### src/rtl/galaxian_input_pkg.sv
// Shared definitions for the Galaxian input front end: PS/2 scan codes,
// sequencer state type, CSJUDLR bit positions and the orientation remap.
package galaxian_input_pkg;

    // Extended (E0-prefixed) direction keys; bit 8 is ignored for these.
    localparam logic [7:0] SC_UP     = 8'h75;
    localparam logic [7:0] SC_DOWN   = 8'h72;
    localparam logic [7:0] SC_LEFT   = 8'h6B;
    localparam logic [7:0] SC_RIGHT  = 8'h74;

    // Non-extended keys (bit 8 must be 0).
    localparam logic [7:0] SC_FIRE_A = 8'h29;
    localparam logic [7:0] SC_FIRE_B = 8'h14;
    localparam logic [7:0] SC_F1     = 8'h05;
    localparam logic [7:0] SC_F2     = 8'h06;
    localparam logic [7:0] SC_KEY1   = 8'h16;
    localparam logic [7:0] SC_KEY2   = 8'h1E;
    localparam logic [7:0] SC_COIN1  = 8'h2E;
    localparam logic [7:0] SC_COIN2  = 8'h36;
    localparam logic [7:0] SC_P2_UP  = 8'h2D;
    localparam logic [7:0] SC_P2_DN  = 8'h2B;
    localparam logic [7:0] SC_P2_LT  = 8'h23;
    localparam logic [7:0] SC_P2_RT  = 8'h34;
    localparam logic [7:0] SC_FIRE2  = 8'h1C;
    localparam logic [7:0] SC_TEST   = 8'h2C;

    typedef enum logic [1:0] {
        IDLE  = 2'd0,
        COIN  = 2'd1,
        GAP   = 2'd2,
        START = 2'd3
    } seq_state_t;

    // CSJUDLR bit positions: {coin, start, fire, up, down, left, right}
    localparam int B_RIGHT = 0;
    localparam int B_LEFT  = 1;
    localparam int B_DOWN  = 2;
    localparam int B_UP    = 3;
    localparam int B_FIRE  = 4;
    localparam int B_START = 5;
    localparam int B_COIN  = 6;

    // udlr = {up, down, left, right}. Horizontal cabinet rotates the stick:
    // up <- left, down <- right, left <- down, right <- up.
    function automatic logic [3:0] remap_dirs(input logic horz, input logic [3:0] udlr);
        if (horz)
            return {udlr[1], udlr[0], udlr[2], udlr[3]};
        else
            return udlr;
    endfunction

endpackage

### src/rtl/galaxian_input_ctrl_if.sv
// Input/output bundle of the Galaxian input front end.
//   master : drives ps2_key, joysticks, horz; observes player vectors
//   slave  : the controller itself
interface galaxian_input_ctrl_if;
    logic [10:0] ps2_key;
    logic [15:0] joystick_0;
    logic [15:0] joystick_1;
    logic        horz;
    logic [6:0]  P1_CSJUDLR;
    logic [6:0]  P2_CSJUDLR;
    logic        service;
    logic        seq_busy;

    modport master (
        output ps2_key, joystick_0, joystick_1, horz,
        input  P1_CSJUDLR, P2_CSJUDLR, service, seq_busy
    );

    modport slave (
        input  ps2_key, joystick_0, joystick_1, horz,
        output P1_CSJUDLR, P2_CSJUDLR, service, seq_busy
    );
endinterface

### src/rtl/galaxian_coin_seq.sv
// Auto-coin sequencer: a rising request produces a coin pulse, a gap,
// then a start pulse for the requesting player.
//   clk_sys, reset_n : clock, synchronous active-low reset
//   req1, req2       : start request levels (P1 / P2)
//   coin             : P1 coin during COIN
//   start1, start2   : start pulse during START for the latched player
//   busy             : not in IDLE
//
// state | meaning
// IDLE  | waiting for a request rising edge
// COIN  | coin held for COIN_LEN cycles
// GAP   | all low for GAP_LEN cycles
// START | start held for START_LEN cycles on the selected player
module galaxian_coin_seq
    import galaxian_input_pkg::*;
#(
    parameter int COIN_LEN  = 1_200_000,
    parameter int GAP_LEN   = 1_200_000,
    parameter int START_LEN = 1_200_000,
    parameter int CNT_W     = 24
) (
    input  logic clk_sys,
    input  logic reset_n,
    input  logic req1,
    input  logic req2,
    output logic coin,
    output logic start1,
    output logic start2,
    output logic busy
);

    localparam logic [CNT_W-1:0] COIN_LD  = CNT_W'(COIN_LEN - 1);
    localparam logic [CNT_W-1:0] GAP_LD   = CNT_W'(GAP_LEN - 1);
    localparam logic [CNT_W-1:0] START_LD = CNT_W'(START_LEN - 1);

    seq_state_t       state, state_n;
    logic [CNT_W-1:0] cnt, cnt_n;
    logic             sel, sel_n;
    logic             req1_d, req2_d;
    logic             rise1, rise2;

    assign rise1 = req1 & ~req1_d;
    assign rise2 = req2 & ~req2_d;

    always_ff @(posedge clk_sys) begin
        if (!reset_n) begin
            state  <= IDLE;
            cnt    <= '0;
            sel    <= 1'b0;
            // Capture current levels so a start held through reset is not an edge.
            req1_d <= req1;
            req2_d <= req2;
        end else begin
            state  <= state_n;
            cnt    <= cnt_n;
            sel    <= sel_n;
            req1_d <= req1;
            req2_d <= req2;
        end
    end

    always_comb begin
        state_n = state;
        cnt_n   = cnt;
        sel_n   = sel;
        case (state)
            IDLE: begin
                if (rise1 || rise2) begin
                    sel_n   = rise1;
                    cnt_n   = COIN_LD;
                    state_n = COIN;
                end
            end
            COIN: begin
                if (cnt == '0) begin
                    cnt_n   = GAP_LD;
                    state_n = GAP;
                end else begin
                    cnt_n = cnt - 1'b1;
                end
            end
            GAP: begin
                if (cnt == '0) begin
                    cnt_n   = START_LD;
                    state_n = START;
                end else begin
                    cnt_n = cnt - 1'b1;
                end
            end
            START: begin
                if (cnt == '0) begin
                    state_n = IDLE;
                end else begin
                    cnt_n = cnt - 1'b1;
                end
            end
            default: state_n = IDLE;
        endcase
    end

    assign coin   = (state == COIN);
    assign start1 = (state == START) &&  sel;
    assign start2 = (state == START) && !sel;
    assign busy   = (state != IDLE);

endmodule

### src/rtl/galaxian_input_ctrl.sv
// Galaxian input front end: PS/2 key decode, joystick merge, orientation
// remap and auto-coin sequencing into the two CSJUDLR player vectors.
//   clk_sys, reset_n : clock, synchronous active-low reset
//   bus (slave)      : ps2_key, joystick_0/1, horz in;
//                      P1_CSJUDLR, P2_CSJUDLR, service, seq_busy out (registered)
module galaxian_input_ctrl
    import galaxian_input_pkg::*;
#(
    parameter int COIN_LEN  = 1_200_000,
    parameter int GAP_LEN   = 1_200_000,
    parameter int START_LEN = 1_200_000,
    parameter int CNT_W     = 24
) (
    input  logic                 clk_sys,
    input  logic                 reset_n,
    galaxian_input_ctrl_if.slave bus
);

    logic       old_toggle;
    logic       k_up, k_down, k_left, k_right, k_fire;
    logic       k_start1, k_start2, k_coin1, k_coin2;
    logic       k2_up, k2_down, k2_left, k2_right, k_fire2, k_test;
    logic       pressed, ext;
    logic [7:0] code;

    assign pressed = bus.ps2_key[9];
    assign ext     = bus.ps2_key[8];
    assign code    = bus.ps2_key[7:0];

    always_ff @(posedge clk_sys) begin
        if (!reset_n) begin
            old_toggle <= bus.ps2_key[10];
            k_up     <= 1'b0; k_down   <= 1'b0; k_left   <= 1'b0; k_right  <= 1'b0;
            k_fire   <= 1'b0; k_start1 <= 1'b0; k_start2 <= 1'b0;
            k_coin1  <= 1'b0; k_coin2  <= 1'b0;
            k2_up    <= 1'b0; k2_down  <= 1'b0; k2_left  <= 1'b0; k2_right <= 1'b0;
            k_fire2  <= 1'b0; k_test   <= 1'b0;
        end else begin
            old_toggle <= bus.ps2_key[10];
            if (bus.ps2_key[10] != old_toggle) begin
                case (code)
                    SC_UP:               k_up     <= pressed;
                    SC_DOWN:             k_down   <= pressed;
                    SC_LEFT:             k_left   <= pressed;
                    SC_RIGHT:            k_right  <= pressed;
                    SC_FIRE_A, SC_FIRE_B: if (!ext) k_fire   <= pressed;
                    SC_F1, SC_KEY1:      if (!ext) k_start1 <= pressed;
                    SC_F2, SC_KEY2:      if (!ext) k_start2 <= pressed;
                    SC_COIN1:            if (!ext) k_coin1  <= pressed;
                    SC_COIN2:            if (!ext) k_coin2  <= pressed;
                    SC_P2_UP:            if (!ext) k2_up    <= pressed;
                    SC_P2_DN:            if (!ext) k2_down  <= pressed;
                    SC_P2_LT:            if (!ext) k2_left  <= pressed;
                    SC_P2_RT:            if (!ext) k2_right <= pressed;
                    SC_FIRE2:            if (!ext) k_fire2  <= pressed;
                    SC_TEST:             if (!ext) k_test   <= pressed;
                    default: ;
                endcase
            end
        end
    end

    logic [6:0] joy;
    logic       unused_joy;
    assign joy        = bus.joystick_0[6:0] | bus.joystick_1[6:0];
    assign unused_joy = ^{bus.joystick_0[15:7], bus.joystick_1[15:7]};

    logic [3:0] p1_dirs, p2_dirs;
    assign p1_dirs = remap_dirs(bus.horz, {k_up  | joy[3], k_down  | joy[2],
                                           k_left | joy[1], k_right | joy[0]});
    assign p2_dirs = remap_dirs(bus.horz, {k2_up  | joy[3], k2_down  | joy[2],
                                           k2_left | joy[1], k2_right | joy[0]});

    logic seq_coin, seq_start1, seq_start2, busy;

    galaxian_coin_seq #(
        .COIN_LEN  (COIN_LEN),
        .GAP_LEN   (GAP_LEN),
        .START_LEN (START_LEN),
        .CNT_W     (CNT_W)
    ) u_seq (
        .clk_sys (clk_sys),
        .reset_n (reset_n),
        .req1    (k_start1 | joy[5]),
        .req2    (k_start2 | joy[6]),
        .coin    (seq_coin),
        .start1  (seq_start1),
        .start2  (seq_start2),
        .busy    (busy)
    );

    logic [6:0] p1_q, p2_q;
    logic       service_q, busy_q;

    always_ff @(posedge clk_sys) begin
        if (!reset_n) begin
            p1_q      <= '0;
            p2_q      <= '0;
            service_q <= 1'b0;
            busy_q    <= 1'b0;
        end else begin
            p1_q      <= {seq_coin | k_coin1, seq_start1, k_fire | joy[4], p1_dirs};
            p2_q      <= {k_coin2, seq_start2, k_fire2, p2_dirs};
            service_q <= k_test;
            busy_q    <= busy;
        end
    end

    assign bus.P1_CSJUDLR = p1_q;
    assign bus.P2_CSJUDLR = p2_q;
    assign bus.service    = service_q;
    assign bus.seq_busy   = busy_q;

endmodule
### src/flat_wrapper.sv
// flat-port wrapper written by rule: the top's interface ports become plain ports
module galaxian_input_ctrl_flat import galaxian_input_pkg::*;
#(
    parameter int COIN_LEN  = 1_200_000,
    parameter int GAP_LEN   = 1_200_000,
    parameter int START_LEN = 1_200_000,
    parameter int CNT_W     = 24
)
  (clk_sys, reset_n, bus_ps2_key, bus_joystick_0, bus_joystick_1, bus_horz, bus_P1_CSJUDLR, bus_P2_CSJUDLR, bus_service, bus_seq_busy);
  galaxian_input_ctrl_if bus_i ();
  input  logic clk_sys;
  input  logic reset_n;
  input wire logic [$bits(bus_i.ps2_key)-1:0] bus_ps2_key;
  input wire logic [$bits(bus_i.joystick_0)-1:0] bus_joystick_0;
  input wire logic [$bits(bus_i.joystick_1)-1:0] bus_joystick_1;
  input wire logic [$bits(bus_i.horz)-1:0] bus_horz;
  output wire logic [$bits(bus_i.P1_CSJUDLR)-1:0] bus_P1_CSJUDLR;
  output wire logic [$bits(bus_i.P2_CSJUDLR)-1:0] bus_P2_CSJUDLR;
  output wire logic [$bits(bus_i.service)-1:0] bus_service;
  output wire logic [$bits(bus_i.seq_busy)-1:0] bus_seq_busy;
  assign bus_i.ps2_key = bus_ps2_key;
  assign bus_i.joystick_0 = bus_joystick_0;
  assign bus_i.joystick_1 = bus_joystick_1;
  assign bus_i.horz = bus_horz;
  assign bus_P1_CSJUDLR = bus_i.P1_CSJUDLR;
  assign bus_P2_CSJUDLR = bus_i.P2_CSJUDLR;
  assign bus_service = bus_i.service;
  assign bus_seq_busy = bus_i.seq_busy;
  galaxian_input_ctrl #(.COIN_LEN(COIN_LEN), .GAP_LEN(GAP_LEN), .START_LEN(START_LEN), .CNT_W(CNT_W)) u_core (.clk_sys(clk_sys), .reset_n(reset_n), .bus(bus_i));
endmodule
### config.mk
export PLATFORM = sky130hd
export DESIGN_NAME = galaxian_input_ctrl_flat
export DESIGN_NICKNAME = d
export VERILOG_FILES = /design/src/rtl/galaxian_input_pkg.sv /design/src/rtl/galaxian_input_ctrl_if.sv /design/src/rtl/galaxian_coin_seq.sv /design/src/rtl/galaxian_input_ctrl.sv /design/src/flat_wrapper.sv
export SDC_FILE = /design/constraint.sdc
export NUM_CORES = 1
export LEC_CHECK = 0
export ABC_CLOCK_PERIOD_IN_PS = 2200
export BUFFER_PORTS_ARGS = -buffer_cell sky130_fd_sc_hd__buf_2
export CAP_MARGIN = 20
export CORE_ASPECT_RATIO = 0.9
export CORE_MARGIN = 10
export CORE_UTILIZATION = 45
export DETAILED_ROUTE_END_ITERATION = 12
export PLACE_DENSITY = 0.7
export SYNTH_ARGS = -nofsm -noshare
export SYNTH_HDL_FRONTEND = slang
export SYNTH_SLANG_ARGS = --single-unit
### constraint.sdc
create_clock -name clk_sys -period 2.2 [get_ports clk_sys]
set_input_delay 0 -clock clk_sys [delete_from_list [all_inputs] [get_ports clk_sys]]
set_output_delay 0 -clock clk_sys [all_outputs]
set_load 0.01 [all_outputs]
==> metrics.txt, run 1 <==
# TYPE chip_impl_metric gauge
chip_impl_metric{name="slew_headroom",unit="%"} 67.7
chip_impl_info{name="failed_checks",value="negative setup slack"} 1
chip_impl_metric{name="async_sr_flop_fraction",unit="%"} 0
chip_impl_metric{name="grt_start_max_net_pins",unit=""} 32
chip_impl_info{name="rsz0062_at_grt",value="true"} 1
chip_impl_metric{name="syn_area_per_cell",unit="µm²"} 8.60
chip_impl_metric{name="detail_route.iter0.violations",unit=""} 130
chip_impl_metric{name="chipWidth",unit="µm"} 106
chip_impl_info{name="ys_top_cells_by_count",value="sky130_fd_sc_hd__dfxtp_1, sky130_fd_sc_hd__nor2_1, sky130_fd_sc_hd__a21oi_1"} 1
chip_impl_metric{name="die_area",unit="µm²"} 10400
chip_impl_metric{name="antenna_found_initial",unit=""} 0
chip_impl_metric{name="yosys_warnings",unit=""} 0
chip_impl_metric{name="multi_input_area",unit="µm²"} 1740
chip_impl_metric{name="syn-num-nets",unit=""} 402
chip_impl_info{name="synth_most_common_cell",value="sky130_fd_sc_hd__dfxtp_1"} 1
chip_impl_metric{name="timing.final.hold_violations",unit=""} 0
chip_impl_info{name="crit_path_start_kind",value="flip-flop"} 1
chip_impl_metric{name="max_freq",unit="MHz"} 426
chip_impl_metric{name="layout_worst_path_cycle_share",unit="%"} 107
chip_impl_info{name="hold_class",value="in2reg"} 1
chip_impl_metric{name="detail_route.wl_per_cell",unit="µm"} 15.2
chip_impl_info{name="synth.area.top_cells",value="sky130_fd_sc_hd__dfxtp_1, sky130_fd_sc_hd__mux2i_1, sky130_fd_sc_hd__nor2_1"} 1
chip_impl_metric{name="yosysSeqAreaShare",unit="%"} 40.6
chip_impl_metric{name="placement_setup_slack",unit="ps"} -170
chip_impl_metric{name="worst_pin_slew",unit="ps"} 481
chip_impl_metric{name="clkSinkCount",unit=""} 61
chip_impl_metric{name="cts_max_level",unit=""} 3
chip_impl_metric{name="final_setup_viols",unit=""} 14
chip_impl_metric{name="critPathMaxFanout",unit=""} 4
chip_impl_metric{name="area.sequential",unit="µm²"} 1220
chip_impl_metric{name="design.portCount",unit=""} 62
chip_impl_metric{name="synth_edf_count",unit=""} 0
chip_impl_metric{name="p_leak",unit="µW"} 0.00164
chip_impl_metric{name="switching_share",unit="%"} 38.7
chip_impl_metric{name="fin_total_pwr",unit="µW"} 5090
chip_impl_metric{name="power.combinational.fraction",unit="%"} 50.5
chip_impl_metric{name="grt_pass1_wl",unit="mm"} 13.5
chip_impl_metric{name="seq_power_share",unit="%"} 28.0
chip_impl_metric{name="numPortBuffers",unit=""} 43
chip_impl_metric{name="finalClockSkew",unit="ps"} 10.6
chip_impl_metric{name="timing.final.ws_setup",unit="ps"} -149
chip_impl_metric{name="dp_hpwl",unit="mm"} 5.49
chip_impl_metric{name="drt_first_pass_iters",unit=""} 4
chip_impl_metric{name="power.clock.fraction",unit="%"} 21.5
chip_impl_metric{name="post-route-min-period",unit="ps"} 2350
chip_impl_info{name="ctsRootBufferMaster",value="sky130_fd_sc_hd__clkbuf_8"} 1
chip_impl_metric{name="grt_overflow",unit=""} 0
chip_impl_metric{name="post_synth_num_cell_types",unit=""} 54
chip_impl_metric{name="initial_utilization",unit="%"} 46.0
chip_impl_metric{name="via_count_of_the_first_global_routing_pass",unit=""} 2807
chip_impl_metric{name="post_synth_inst_count",unit=""} 350
chip_impl_metric{name="clk-insertion-delay-late",unit="ps"} 340
chip_impl_metric{name="worst_ep_required_time",unit="ps"} 2450
chip_impl_metric{name="critPathArrivalTime",unit="ps"} 2600
chip_impl_info{name="timing.setup.critical_path_class",value="reg2reg"} 1
chip_impl_info{name="run_status",value="finished with violations"} 1
chip_impl_info{name="synth_largest_area_cell",value="sky130_fd_sc_hd__dfxtp_1"} 1
chip_impl_metric{name="p_sw",unit="µW"} 1970
chip_impl_metric{name="cts_bufs_inserted",unit=""} 9
chip_impl_metric{name="num-fill-cells",unit=""} 594
chip_impl_metric{name="layout.nets",unit=""} 485
chip_impl_metric{name="core_area",unit="µm²"} 6550
chip_impl_metric{name="synth_area",unit="µm²"} 3010
chip_impl_metric{name="route.vias.total",unit=""} 2889
chip_impl_metric{name="synth.ff_latch_count",unit=""} 61
chip_impl_metric{name="slew_violations",unit=""} 0
chip_impl_metric{name="clk_transition_reported_paths",unit="ps"} 70
chip_impl_metric{name="die-height",unit="µm"} 97.6
chip_impl_metric{name="rows",unit=""} 28
chip_impl_metric{name="power_report.internal_total",unit="µW"} 3120
chip_impl_metric{name="power.density_cell_area",unit="nW/µm²"} 1290
chip_impl_metric{name="antenna_cells_inserted",unit=""} 0
chip_impl_info{name="cts_tree",value="done"} 1
chip_impl_metric{name="yosys.area.top_type_share",unit="%"} 40.6
chip_impl_metric{name="layout-area-overhead-vs-synth",unit="%"} 31.1
chip_impl_info{name="critPathCaptureType",value="flip-flop"} 1
chip_impl_metric{name="drive_above_1_share",unit="%"} 29.7
chip_impl_info{name="ys.flop_type",value="sky130_fd_sc_hd__dfxtp_1"} 1
chip_impl_metric{name="routed_wl",unit="mm"} 8.02
chip_impl_metric{name="gpl.final_weighted_congestion",unit=""} 0.906
chip_impl_metric{name="track_usage",unit="%"} 15.6
chip_impl_metric{name="remaining_drc_errors",unit=""} 0
chip_impl_metric{name="maxCapViolCount",unit=""} 0
chip_impl_metric{name="post_drt_via_cell_ratio",unit=""} 5.48
chip_impl_metric{name="vdd_drop_max",unit="mV"} 0.523
chip_impl_metric{name="antenna_left",unit=""} 0
chip_impl_metric{name="cts.path.max_buffers",unit=""} 2
==> repair_timing <==
action	in CTS	in global routing
endpoints found under the setup margin	23	24
gates cloned	1	0
endpoints found under the hold margin	4	0
hold buffers	6	0
pin swaps	5	7
setup buffers	5	3
gates resized for setup	7	14
==> critical path, stage by stage, from the launching register on <==
cell and delay (ps):
sky130_fd_sc_hd__dfxtp_2 320, sky130_fd_sc_hd__inv_2 70, sky130_fd_sc_hd__ha_4 130, sky130_fd_sc_hd__or4b_4 460
sky130_fd_sc_hd__or4_4 490, sky130_fd_sc_hd__o31ai_4 350, sky130_fd_sc_hd__buf_4 180, sky130_fd_sc_hd__o21ai_2 50
sky130_fd_sc_hd__a221oi_2 210
==> cells by family (layout without fill, tap and decap cells) <==
logic type	count (synthesis)	after routing	share of synthesized area, %
mux	15	15	4.99
buf+inv	32	119	4.41
flops	61	61	40.6
compound gates	85	85	19.2
xor+xnor	2	2	0.582
fa+ha+maj	6	6	2.49
simple gates	149	149	27.8
==> registers in the layout, indices dropped and copies added (netlist names), 2 cells and up <==
signal,cells
u_core.u_seq.state,2
u_core.bus.P2_CSJUDLR,7
u_core.bus.P1_CSJUDLR,7
u_core.u_seq.cnt,24
==> layout make-up <==
type	instances	area share [%]
clock buffers	11	3.58
clock inverters	4	1.84
inverters	17	1.62
multi-input cells	257	44.2
flip-flops and latches	61	31.0
well taps	90	2.85
repair buffers	87	14.9
==> path summary, 6_finish.rpt <==
kind	cells past startpoint	slack [ps]	startpoint	to
max	8	-150	u_core.u_seq.cnt[0]	u_core.u_seq.cnt[20]
min	4	20	bus_joystick_1[6]	u_core.u_seq.req2_d
max reg2reg	8	-150	u_core.u_seq.cnt[0]	u_core.u_seq.cnt[20]
min reg2reg	1	460	u_core.k_coin2	u_core.bus.P2_CSJUDLR[6]
==> layout by cell type, fill, tap and decap left out, drive strengths merged, types with 2 or more instances in the layout <==
cell | Yosys | layout
a211oi | 11 | 11
a21o | 3 | 3
a21oi | 26 | 26
a31oi | 10 | 10
and2 | 4 | 4
and3 | 6 | 6
buf | 3 | 81
bufinv | 0 | 2
clkbuf | 12 | 11
dfxtp | 61 | 61
dlygate4sd3 | 0 | 6
ha | 6 | 6
inv | 17 | 17
mux2i | 15 | 15
nand2 | 9 | 9
nand2b | 4 | 4
nand3 | 10 | 10
nand3b | 3 | 3
nand4 | 5 | 5
nand4b | 2 | 2
nor2 | 35 | 35
nor2b | 5 | 5
nor3 | 25 | 25
nor3b | 3 | 3
nor4 | 16 | 16
nor4b | 2 | 2
o21a | 2 | 2
o21ai | 16 | 16
o221a | 4 | 4
o31ai | 5 | 5
or2 | 4 | 4
or3 | 7 | 7
or4 | 4 | 4
or4b | 2 | 2
==> power groups by stage <==
stage	Sequential (µW)	Clock, µW	Combinational, µW
after floorplan	1460	0	1400
final	1420	1100	2570
after global routing	1450	1160	2830
after global placement	1440	0	2220
after detailed placement	1440	0	2260
after CTS	1420	1110	2460
==> through the flow <==
step / instances / hold WS (ps) / util (%) / TNS (ps) / instance area [µm²]
final: 527 / 20.4 / 60.3 / -1070 / 3950
after global routing: 527 / 51.6 / 60.3 / -2410 / 3950
after floorplan: 350 / 27.7 / - / -80.4 / 3020
after CTS: 525 / 8.78 / 59.4 / -1450 / 3890
after global placement: 499 / 128 / 53.9 / -328 / 3530
after detailed placement: 499 / 130 / 53.9 / -1790 / 3530
==> routing by layer <==
metal | vias up | track usage [%] | part of all wire (%) | wire length, µm
met3 | 9 | 3.78 | 5.7 | 456
li1 | 1475 | - | - | -
met5 | - | 0 | 0 | 0
met1 | 1331 | 20.8 | 47 | 3760
met4 | 0 | 7.28 | 1.6 | 132
met2 | 74 | 23.1 | 46 | 3670
Power figures use the tool's default switching activity.
==> run 2: changes to the inputs <==
- MAX_ROUTING_LAYER: unset -> met4
==> run 2 against run 1 <==
Effect of this change:
- the flow still finishes with violations (negative setup slack)
- global-route usage up 0.43 points
- die area unchanged
- hold slack worse by 6.3 ps
- critical path type unchanged
- largest power group unchanged
==> metrics.txt, run 2 (synthesized netlist as in run 1, its figures left out) <==
# TYPE chip_impl_metric gauge
chip_impl_info{name="crit_path_start_kind",value="flip-flop"} 1
chip_impl_metric{name="initial_utilization",unit="%"} 46.0
chip_impl_metric{name="cells_on_worst_hold_path",unit=""} 4
chip_impl_metric{name="layout-area-overhead-vs-synth",unit="%"} 31.1
chip_impl_metric{name="timing.final.hold_violations",unit=""} 0
chip_impl_info{name="timing.setup.critical_path_class",value="reg2reg"} 1
chip_impl_metric{name="chipWidth",unit="µm"} 106
chip_impl_info{name="cp_slowest_cell",value="sky130_fd_sc_hd__or4_4"} 1
chip_impl_metric{name="layout_worst_path_cycle_share",unit="%"} 107
chip_impl_info{name="hold_class",value="in2reg"} 1
chip_impl_metric{name="via_count_of_the_first_global_routing_pass",unit=""} 2803
chip_impl_metric{name="vdd_drop_max",unit="mV"} 0.524
chip_impl_metric{name="finalClockSkew",unit="ps"} 11.9
chip_impl_metric{name="max_freq",unit="MHz"} 425
chip_impl_metric{name="core_area",unit="µm²"} 6550
chip_impl_metric{name="detail_route.iter0.violations",unit=""} 134
chip_impl_metric{name="clk_transition_reported_paths",unit="ps"} 70
chip_impl_metric{name="cts_bufs_inserted",unit=""} 9
chip_impl_info{name="cts_tree",value="done"} 1
chip_impl_metric{name="max_stage_delay",unit="ps"} 490
chip_impl_metric{name="antenna_left",unit=""} 0
chip_impl_info{name="ctsRootBufferMaster",value="sky130_fd_sc_hd__clkbuf_8"} 1
chip_impl_info{name="cell_breakdown_of_the_critical_path",value="inv_2 > ha_4 > or4b_4 > or4_4 > o31ai_4 > buf_12 > nor3_2 > nor4_1"} 1
chip_impl_metric{name="track_usage",unit="%"} 16.1
chip_impl_metric{name="power.density_cell_area",unit="nW/µm²"} 1290
chip_impl_info{name="failed_checks",value="negative setup slack"} 1
chip_impl_metric{name="post-route-util",unit="%"} 60.3
chip_impl_metric{name="slew_headroom",unit="%"} 66.1
chip_impl_metric{name="numPortBuffers",unit=""} 43
chip_impl_metric{name="cts_max_level",unit=""} 3
chip_impl_metric{name="drive_above_1_share",unit="%"} 29.7
chip_impl_metric{name="num-fill-cells",unit=""} 594
chip_impl_metric{name="antenna_found_initial",unit=""} 0
chip_impl_metric{name="timing.final.ws_setup",unit="ps"} -153
chip_impl_metric{name="reg2regPathDepth",unit=""} 8
chip_impl_metric{name="slew_violations",unit=""} 0
chip_impl_metric{name="post-route-min-period",unit="ps"} 2350
chip_impl_metric{name="layout.nets",unit=""} 485
chip_impl_metric{name="die_area",unit="µm²"} 10400
chip_impl_metric{name="multi_input_area",unit="µm²"} 1740
chip_impl_info{name="timing.critical_path.max_delay_family",value="simple AND/OR/NAND/NOR gates"} 1
chip_impl_metric{name="timing.critical_path.buf_inv",unit=""} 2
chip_impl_metric{name="largest_register_ffs",unit=""} 24
chip_impl_metric{name="detail_route.wl_per_cell",unit="µm"} 15.3
chip_impl_metric{name="design.portCount",unit=""} 62
chip_impl_metric{name="rows",unit=""} 28
chip_impl_metric{name="final_setup_viols",unit=""} 14
chip_impl_metric{name="area.sequential",unit="µm²"} 1220
chip_impl_metric{name="remaining_drc_errors",unit=""} 0
chip_impl_metric{name="post-route-cell-area",unit="µm²"} 3950
chip_impl_metric{name="gpl.final_weighted_congestion",unit=""} 0.922
chip_impl_metric{name="grt_pass1_wl",unit="mm"} 13.5
chip_impl_metric{name="routed_wl",unit="mm"} 8.05
chip_impl_info{name="mostFrequentLayoutCell",value="sky130_fd_sc_hd__dfxtp_1"} 1
chip_impl_metric{name="cts.path.max_buffers",unit=""} 2
chip_impl_info{name="run_status",value="finished with violations"} 1
chip_impl_metric{name="totalNegativeSetupSlack",unit="ps"} -1110
chip_impl_metric{name="placed_cell_area",unit="µm²"} 3530
chip_impl_info{name="layout.cells.most_common_list",value="sky130_fd_sc_hd__dfxtp_1, sky130_fd_sc_hd__buf_2, sky130_fd_sc_hd__nor2_1, sky130_fd_sc_hd__buf_4, sky130_fd_sc_hd__a21oi_1"} 1
chip_impl_info{name="critPathCaptureType",value="flip-flop"} 1
chip_impl_metric{name="worst_ep_required_time",unit="ps"} 2450
chip_impl_metric{name="maxCapViolCount",unit=""} 0
chip_impl_metric{name="grt_overflow",unit=""} 0
chip_impl_metric{name="hold-worst-slack",unit="ps"} 14.1
chip_impl_info{name="top_register",value="u_core.u_seq.cnt"} 1
chip_impl_metric{name="die-height",unit="µm"} 97.6
chip_impl_metric{name="p_leak",unit="µW"} 0.00164
chip_impl_metric{name="post_drt_via_cell_ratio",unit=""} 5.51
chip_impl_metric{name="drt_first_pass_iters",unit=""} 4
chip_impl_metric{name="critPathArrivalTime",unit="ps"} 2600
chip_impl_metric{name="clkSinkCount",unit=""} 61
chip_impl_metric{name="worst_pin_slew",unit="ps"} 504
chip_impl_metric{name="route.vias.total",unit=""} 2906
chip_impl_info{name="rsz0062_at_grt",value="true"} 1
chip_impl_metric{name="dp_hpwl",unit="mm"} 5.49
chip_impl_metric{name="worst-path-stages",unit=""} 8
chip_impl_metric{name="clk-insertion-delay-late",unit="ps"} 350
chip_impl_metric{name="antenna_cells_inserted",unit=""} 0
chip_impl_metric{name="grt_start_max_net_pins",unit=""} 32
chip_impl_metric{name="critPathMaxFanout",unit=""} 8
[run 2: cell counts in the layout (fill, tap and decap cells not counted)]
Identical to the previous run, type by type.
[run 2: layer usage]
layer	part of all wire (%)	GRT usage, %	wire [µm]
met4	1.8	7.28	146
met5	0	-	0
met1	48	21.0	3830
met3	4.6	3.38	374
met2	46	23.1	3700
[run 2: worst min-delay path, cell delays in order]
cell and delay, ps:
sky130_fd_sc_hd__buf_2 80, sky130_fd_sc_hd__nor3_1 70, sky130_fd_sc_hd__buf_4 150, sky130_fd_sc_hd__inv_1 40
[run 2: layout make-up]
| type | count | share of cell area, % |
|---|---|---|
| clock buffer | 11 | 3.58 |
| multi-input combinational | 257 | 44.2 |
| timing repair buffer | 87 | 14.9 |
| sequential | 61 | 31.0 |
| tap | 90 | 2.85 |
| clock inverter | 4 | 1.84 |
| inverter | 17 | 1.62 |
[run 2: path summary, 6_finish.rpt]
path                                           from                        to  slack [ps]
worst max-delay path            u_core.u_seq.cnt[0]       u_core.u_seq.cnt[6]        -150
worst min-delay path              bus_joystick_1[6]       u_core.u_seq.req2_d          10
worst max register to register  u_core.u_seq.cnt[0]       u_core.u_seq.cnt[6]        -150
worst min register to register       u_core.k_coin2  u_core.bus.P2_CSJUDLR[6]         460
[run 2: timing repair]
| action | in CTS | in global routing |
|---|---|---|
| gates resized for setup | 7 | 14 |
| hold endpoints to repair | 4 | 0 |
| setup buffers | 5 | 3 |
| cloned | 1 | 0 |
| hold buffers | 6 | 0 |
| setup endpoints to repair | 23 | 24 |
| pin swaps | 5 | 7 |
[run 2: power by group]
group | switching [µW] | internal [µW]
Sequential | 140 | 1280
Combinational | 1400 | 1180
Clock | 442 | 661
[run 2: through the flow]
stage	cells	total power, µW	worst slack (ps)
2_1_floorplan	350	2860	-40.2
3_3_place_gp	499	3650	-49.8
3_5_place_dp	499	3700	-170
4_1_cts	525	4990	-124
5_1_grt	527	5430	-239
6_report	527	5100	-153
